`src/rtl/seq_stage_ctrl_if.sv`:
```
// Memory-side handshake bundle for the SEQ sequencer: instruction fetch and data access.
// The master drives the requests; the slave returns ready/error with fetch-decode results.
interface seq_stage_ctrl_if;
  logic [3:0] icode;
  logic       instr_valid;
  logic       imem_req;
  logic       imem_ready;
  logic       imem_error;
  logic       dmem_req;
  logic       dmem_ready;
  logic       dmem_error;

  modport master (
    output imem_req, dmem_req,
    input  icode, instr_valid, imem_ready, imem_error, dmem_ready, dmem_error
  );

  modport slave (
    input  imem_req, dmem_req,
    output icode, instr_valid, imem_ready, imem_error, dmem_ready, dmem_error
  );
endinterface

```
`src/rtl/seq_stage_ctrl.sv`:
```
// SEQ Y86-64 stage sequencer: 5 cycles/insn (6 with memory) at zero wait, +1 per wait cycle.
// Holds in FETCH/MEMORY until ready; a stalled request faults to ADR after MEM_TIMEOUT cycles.
module seq_stage_ctrl #(
  parameter logic [63:0] RESET_PC    = 64'h0,
  parameter int          CNT_W       = 32,
  parameter int          MEM_TIMEOUT = 16
) (
  input  logic              clk,
  input  logic              rst_n,
  input  logic              start,
  input  logic [63:0]       updated_pc,
  seq_stage_ctrl_if.master  mem,
  output logic [63:0]       pc,
  output logic [5:0]        stage_en,
  output logic [2:0]        stat,
  output logic              busy,
  output logic [CNT_W-1:0]  insn_count
);

  localparam int                WAIT_W    = $clog2(MEM_TIMEOUT + 1);
  localparam logic [WAIT_W-1:0] WAIT_LAST = WAIT_W'(MEM_TIMEOUT - 1);

  localparam logic [2:0] STAT_AOK = 3'd1;
  localparam logic [2:0] STAT_HLT = 3'd2;
  localparam logic [2:0] STAT_ADR = 3'd3;
  localparam logic [2:0] STAT_INS = 3'd4;

  typedef enum logic [3:0] {
    S_IDLE, S_FETCH, S_DECODE, S_EXECUTE, S_MEMORY,
    S_WRITEBACK, S_PCUPD, S_HALT, S_ERROR
  } state_t;

  state_t             state_q, state_d;
  logic [63:0]        pc_q, pc_d;
  logic [2:0]         stat_q, stat_d;
  logic [CNT_W-1:0]   cnt_q, cnt_d;
  logic [WAIT_W-1:0]  wait_q, wait_d;
  logic [3:0]         icode_q, icode_d;
  logic               imem_req_c, dmem_req_c;

  always_ff @(posedge clk) begin
    if (!rst_n) begin
      state_q <= S_IDLE;
      pc_q    <= RESET_PC;
      stat_q  <= STAT_AOK;
      cnt_q   <= '0;
      wait_q  <= '0;
      icode_q <= 4'h0;
    end else begin
      state_q <= state_d;
      pc_q    <= pc_d;
      stat_q  <= stat_d;
      cnt_q   <= cnt_d;
      wait_q  <= wait_d;
      icode_q <= icode_d;
    end
  end

  always_comb begin
    state_d    = state_q;
    pc_d       = pc_q;
    stat_d     = stat_q;
    cnt_d      = cnt_q;
    wait_d     = wait_q;
    icode_d    = icode_q;
    stage_en   = 6'b0;
    imem_req_c = 1'b0;
    dmem_req_c = 1'b0;
    busy       = 1'b1;

    case (state_q)
      S_IDLE: begin
        busy = 1'b0;
        if (start) begin
          state_d = S_FETCH;
          wait_d  = '0;
        end
      end
      S_FETCH: begin
        imem_req_c = 1'b1;
        if (mem.imem_ready) begin
          wait_d = '0;
          if (mem.imem_error) begin
            stat_d  = STAT_ADR;
            state_d = S_ERROR;
          end else if (!mem.instr_valid) begin
            stat_d  = STAT_INS;
            state_d = S_ERROR;
          end else if (mem.icode == 4'h0) begin
            // halt retires but leaves pc pointing at itself
            stat_d  = STAT_HLT;
            cnt_d   = cnt_q + 1'b1;
            state_d = S_HALT;
          end else begin
            stage_en[0] = 1'b1;
            icode_d     = mem.icode;
            state_d     = S_DECODE;
          end
        end else if (wait_q == WAIT_LAST) begin
          stat_d  = STAT_ADR;
          state_d = S_ERROR;
        end else begin
          wait_d = wait_q + 1'b1;
        end
      end
      S_DECODE: begin
        stage_en[1] = 1'b1;
        state_d     = S_EXECUTE;
      end
      S_EXECUTE: begin
        stage_en[2] = 1'b1;
        // rmmovq, mrmovq, call, ret, pushq, popq touch data memory
        case (icode_q)
          4'h4, 4'h5, 4'h8, 4'h9, 4'hA, 4'hB: begin
            state_d = S_MEMORY;
            wait_d  = '0;
          end
          default: state_d = S_WRITEBACK;
        endcase
      end
      S_MEMORY: begin
        dmem_req_c = 1'b1;
        if (mem.dmem_ready) begin
          wait_d = '0;
          if (mem.dmem_error) begin
            stat_d  = STAT_ADR;
            state_d = S_ERROR;
          end else begin
            stage_en[3] = 1'b1;
            state_d     = S_WRITEBACK;
          end
        end else if (wait_q == WAIT_LAST) begin
          stat_d  = STAT_ADR;
          state_d = S_ERROR;
        end else begin
          wait_d = wait_q + 1'b1;
        end
      end
      S_WRITEBACK: begin
        stage_en[4] = 1'b1;
        state_d     = S_PCUPD;
      end
      S_PCUPD: begin
        stage_en[5] = 1'b1;
        pc_d        = updated_pc;
        cnt_d       = cnt_q + 1'b1;
        wait_d      = '0;
        state_d     = S_FETCH;
      end
      S_HALT, S_ERROR: busy = 1'b0;
      default: begin
        busy    = 1'b0;
        state_d = S_IDLE;
      end
    endcase
  end

  assign mem.imem_req = imem_req_c;
  assign mem.dmem_req = dmem_req_c;
  assign pc           = pc_q;
  assign stat         = stat_q;
  assign insn_count   = cnt_q;

endmodule

```
`src/flat_wrapper.sv`:
```
// flat-port wrapper written by rule: the top's interface ports become plain ports
module seq_stage_ctrl_flat 
#(
  parameter logic [63:0] RESET_PC    = 64'h0,
  parameter int          CNT_W       = 32,
  parameter int          MEM_TIMEOUT = 16
)
  (clk, rst_n, start, updated_pc, pc, stage_en, stat, busy, insn_count, mem_imem_req, mem_dmem_req, mem_icode, mem_instr_valid, mem_imem_ready, mem_imem_error, mem_dmem_ready, mem_dmem_error);
  seq_stage_ctrl_if mem_i ();
  input  logic clk;
  input  logic rst_n;
  input  logic start;
  input  logic [63:0] updated_pc;
  output logic [63:0] pc;
  output logic [5:0] stage_en;
  output logic [2:0] stat;
  output logic busy;
  output logic [CNT_W-1:0] insn_count;
  output wire logic [$bits(mem_i.imem_req)-1:0] mem_imem_req;
  output wire logic [$bits(mem_i.dmem_req)-1:0] mem_dmem_req;
  input wire logic [$bits(mem_i.icode)-1:0] mem_icode;
  input wire logic [$bits(mem_i.instr_valid)-1:0] mem_instr_valid;
  input wire logic [$bits(mem_i.imem_ready)-1:0] mem_imem_ready;
  input wire logic [$bits(mem_i.imem_error)-1:0] mem_imem_error;
  input wire logic [$bits(mem_i.dmem_ready)-1:0] mem_dmem_ready;
  input wire logic [$bits(mem_i.dmem_error)-1:0] mem_dmem_error;
  assign mem_imem_req = mem_i.imem_req;
  assign mem_dmem_req = mem_i.dmem_req;
  assign mem_i.icode = mem_icode;
  assign mem_i.instr_valid = mem_instr_valid;
  assign mem_i.imem_ready = mem_imem_ready;
  assign mem_i.imem_error = mem_imem_error;
  assign mem_i.dmem_ready = mem_dmem_ready;
  assign mem_i.dmem_error = mem_dmem_error;
  seq_stage_ctrl #(.RESET_PC(RESET_PC), .CNT_W(CNT_W), .MEM_TIMEOUT(MEM_TIMEOUT)) u_core (.clk(clk), .rst_n(rst_n), .start(start), .updated_pc(updated_pc), .mem(mem_i), .pc(pc), .stage_en(stage_en), .stat(stat), .busy(busy), .insn_count(insn_count));
endmodule
```
`config.mk`:
```
export PLATFORM = sky130hd
export DESIGN_NAME = seq_stage_ctrl_flat
export DESIGN_NICKNAME = d
export VERILOG_FILES = /design/src/rtl/seq_stage_ctrl_if.sv /design/src/rtl/seq_stage_ctrl.sv /design/src/flat_wrapper.sv
export SDC_FILE = /design/constraint.sdc
export NUM_CORES = 1
export LEC_CHECK = 0
export BUFFER_PORTS_ARGS = -buffer_cell sky130_fd_sc_hd__buf_2
export CORE_ASPECT_RATIO = 0.75
export CORE_MARGIN = 1.5
export CORE_UTILIZATION = 52
export CTS_CLUSTER_SIZE = 16
export DETAILED_ROUTE_END_ITERATION = 10
export PLACE_DENSITY = 0.91
export RECOVER_POWER = 100
export SLEW_MARGIN = 10
export SYNTH_ARGS = -nofsm -noshare
export SYNTH_HDL_FRONTEND = slang
export SYNTH_SLANG_ARGS = --single-unit
```
`constraint.sdc`:
```
create_clock -name clk -period 4.45 [get_ports clk]
set_input_delay 0.2225 -clock clk [delete_from_list [all_inputs] [get_ports clk]]
set_output_delay 0.2225 -clock clk [all_outputs]
set_load 0.05 [all_outputs]
```
==> flow_summary.ini <==
[synth]
synth_async_reset_ratio = 0
postSynthRegisterBits = 111
synth_ff_type = dfxtp_1
synth.lib_cells_used.distinct = 52
synth_edf_count = 0
synthesis.area_um2 = 4644
yosysSeqAreaShare = 0.4784
mappedNetlistNets = 659
synthesis.area_per_instance_um2 = 7.994
synthCells = 581
yosys_warnings = 0

[detailed_routing]
via_per_inst = 5.633
drtAntennaViolNets = 0
route.vias.total = 4811
first_iter_violations = 482
detail_route.drc_violations = 9
first_pass_iters = 9
route.detailed.wl_per_inst_um = 15.11
drt_wl_total_mm = 12.90

[power]
power.leakage_nw = 1.956
irDropWorstVdd_mv = 0.2453
sw_power_mw = 0.5938
internal_power_mw = 1.495
clkPwrFrac = 0.361
pwr_density_cell_nw_per_um2 = 366.9
seq_power_share = 0.502
combPwrFrac = 0.137
power.share.switching = 0.2842

[setup_path]
worst_r2r_endpoint = u_core.pc[3]$_SDFFE_PN0P_
timing.reg2reg.worst_path_depth = 6
cp_data_required_time_ns = 4.70
critical_path.endpoint_type = register
critical_path_peak_fanout = 66
path_type_of_the_worst_setup_path = register to register
critical_register_to_register_path_startpoint = u_core.state_q[1]$_SDFFE_PN0P_
regToRegSetupSlack_ns = 1.21
critPathArrivalTime_ns = 3.50
start_kind = register

[global_route]
gr-total-overflow = 0
global_route_wire_length_before_repair_mm = 20.18
grt_start_max_net_pins = 74
grtUsageTotal = 0.2603
grt_antenna_before_repair = 0
via_count_of_the_first_global_routing_pass = 4441

[floorplan]
count_of_pins_on_the_block_boundary = 184
die_x_um = 112.1
std_cell_rows = 29
design.die.area_um2 = 9513
core_um2 = 8563
initial_utilization = 0.5424
die_h_um = 84.85

[sta]
setup_viol = 0
tns_ns = 0
fmaxAchievable_mhz = 308.2
unrepaired_setup_endpoints_after_global_routing = no
timing_hold_violations_final = 0
finalWorstPathRequiredPeriod_ns = 3.244
fin_crit_share = 0.7290
max_slew_margin = 0.4252
maxSlewViolCount = 0
finClkSkew_ns = 0.006027
whs_ns = 0.1152
worstMarginPinSlew_ns = 0.8622

[clocking]
worst_skew_pair.late_latency_ns = 0.34
cts_tree = done
post_cts_hold_buffer_count = 0
cts_root_buf = clkbuf_16
clock_sink_count = 111
clk_pin_slew_ns = 0.07
post_cts.resized_instances = 0
clock_tree.htree_level_count = 3
postCtsSetupRepairBufs = 0
cts_buffers = 9
clk_path_buf_depth = 2

[run_status]
status = complete, but fails checks
violations = design-rule violations

[hold_path]
worstHoldPathType = input port to register
whs_path_depth = 3
hold-path-endpoint = u_core.pc[29]$_SDFFE_PN0P_
hp_start = updated_pc[29]

[layout]
net_count_final = 819
total_non_filler_cell_area_in_the_finished_layout_um2 = 5694
share_of_post_route_cells_with_drive_strength_above_1 = 0.1354
antenna-diode-count = 0
area_growth_pct = 22.60

[placed_design]
detailed_place_hpwl_mm = 9.295
dpl_cell_area_um2 = 5565
port_buffers = 183
gpl.final_weighted_congestion = 1.008

[run]
drv_cap = 0
[metal layers]
metal / up-vias / wire length [um] / GRT usage
met5: - / 0 / 0
met4: 0 / 219 / 0.07480
met3: 27 / 854 / 0.06929
met2: 213 / 6514 / 0.4629
met1: 2246 / 5312 / 0.3130
li1: 2325 / - / -
[kinds of logic (layout without fill, tap and decap cells)]
| group | Yosys count | in the layout | share of synthesized area |
|---|---|---|---|
| xor+xnor | 15 | 15 | 0.02829 |
| compound gates | 125 | 125 | 0.1549 |
| mux | 5 | 5 | 0.01131 |
| buf+inv | 49 | 214 | 0.04283 |
| fa+ha+maj | 2 | 2 | 0.005387 |
| simple gates | 274 | 274 | 0.2788 |
| flops | 111 | 111 | 0.4784 |
[metrics by stage]
step	util	worst slack, ns	power, mW	std cells
after floorplan	-	1.392	1.277	581
after global placement	0.6499	1.689	1.350	838
after detailed placement	0.6499	1.549	1.361	838
after CTS	0.6828	1.491	2.107	854
after global routing	0.6650	0.9360	2.165	854
final	0.6650	1.206	2.089	854
[layout by cell type (no fill, tap or decap), types with 2 or more instances in the layout]
cell type	n
clkinv_2	2
nor2_1	32
nand2b_1	6
nor2b_1	5
o22ai_1	2
o31ai_1	7
o21a_1	4
a22oi_1	4
nor3_1	17
clkbuf_16	9
mux2_2	2
inv_1	10
nand3_1	12
nand2_1	146
o21ai_0	13
o41ai_1	2
nand4_1	15
ha_1	2
clkbuf_1	108
and3b_1	2
nor3b_1	2
nand3b_1	2
mux2i_1	3
and4_1	3
a21o_1	3
and3_1	3
buf_2	75
or3_1	8
clkinv_4	3
buf_4	2
xnor2_1	15
a21oi_1	82
or4b_1	2
dfxtp_1	111
nor4_1	4
or4_1	8
[synth_stat cells, types with 3 or more instances]
cell type  number  area [um^2]
nor2b_1         5        31.28
and4_1          3        26.28
mux2i_1         3        30.03
nand2_1       146        548.0
nor2_1         32        120.1
nor4_1          4        25.02
a22oi_1         4        30.03
dfxtp_1       111         2222
or4_1           7        52.55
nand2b_1        6        37.54
o21ai_0        12        60.06
inv_1          12        45.04
clkbuf_1       34        127.6
and3_1          3        18.77
o31ai_1         7        52.55
nand3_1        12        60.06
o21a_1          3        22.52
xnor2_1        15        131.4
nand4_1        15        93.84
or3_1           8        50.05
a21oi_1        82        410.4
nor3_1         17        85.08
a21o_1          3        22.52
[area by class of cell]
type                            count  area (um^2)
Clock buffer                        9        225.2
Fill cell                         768         2869
Clock inverter                      7        56.30
Inverter                           12        45.04
Sequential cell                   111         2222
Timing Repair Buffer              186        800.8
Tap cell                          108        135.1
Multi-Input combinational cell    421         2210
[power by group through the flow]
stage / registers (mW) / clock network [mW] / logic (mW)
after floorplan: 1.07 / 0 / 0.204
after global placement: 1.07 / 0 / 0.282
after detailed placement: 1.07 / 0 / 0.291
after CTS: 1.05 / 0.768 / 0.292
after global routing: 1.05 / 0.806 / 0.305
final: 1.05 / 0.754 / 0.286
[worst max path at each step]
stage / start / endpoint / slack (ns)
6_report: u_core.state_q[1]$_SDFFE_PN0P_ / u_core.pc[3]$_SDFFE_PN0P_ / 1.21
4_1_cts: u_core.state_q[0]$_SDFFE_PN0P_ / stage_en[5] / 1.49
2_1_floorplan: u_core.state_q[3]$_SDFFE_PN0P_ / u_core.wait_q[2]$_SDFFE_PN0P_ / 1.39
5_1_grt: u_core.state_q[1]$_SDFFE_PN0P_ / u_core.pc[55]$_SDFFE_PN0P_ / 0.94
3_5_place_dp: u_core.state_q[1]$_SDFFE_PN0P_ / u_core.pc[3]$_SDFFE_PN0P_ / 1.55
3_3_place_gp: u_core.state_q[1]$_SDFFE_PN0P_ / u_core.insn_count[17]$_SDFFE_PN0P_ / 1.69
[critical path, stage by stage (launching register included)]
cell,delay (ns)
dfxtp_1,0.61
or4bb_2,0.68
buf_4,0.34
clkinv_1,0.38
clkbuf_2,0.74
nand2_1,0.16
a21oi_1,0.19
[registers in the layout, indices dropped and copies added (netlist names)]
register	flops
u_core.pc	64
u_core.insn_count	32
u_core.wait_q	5
u_core.state_q	4
u_core.icode_q	3
u_core.stat	3
No activity file was read; power rests on OpenSTA's default activity.
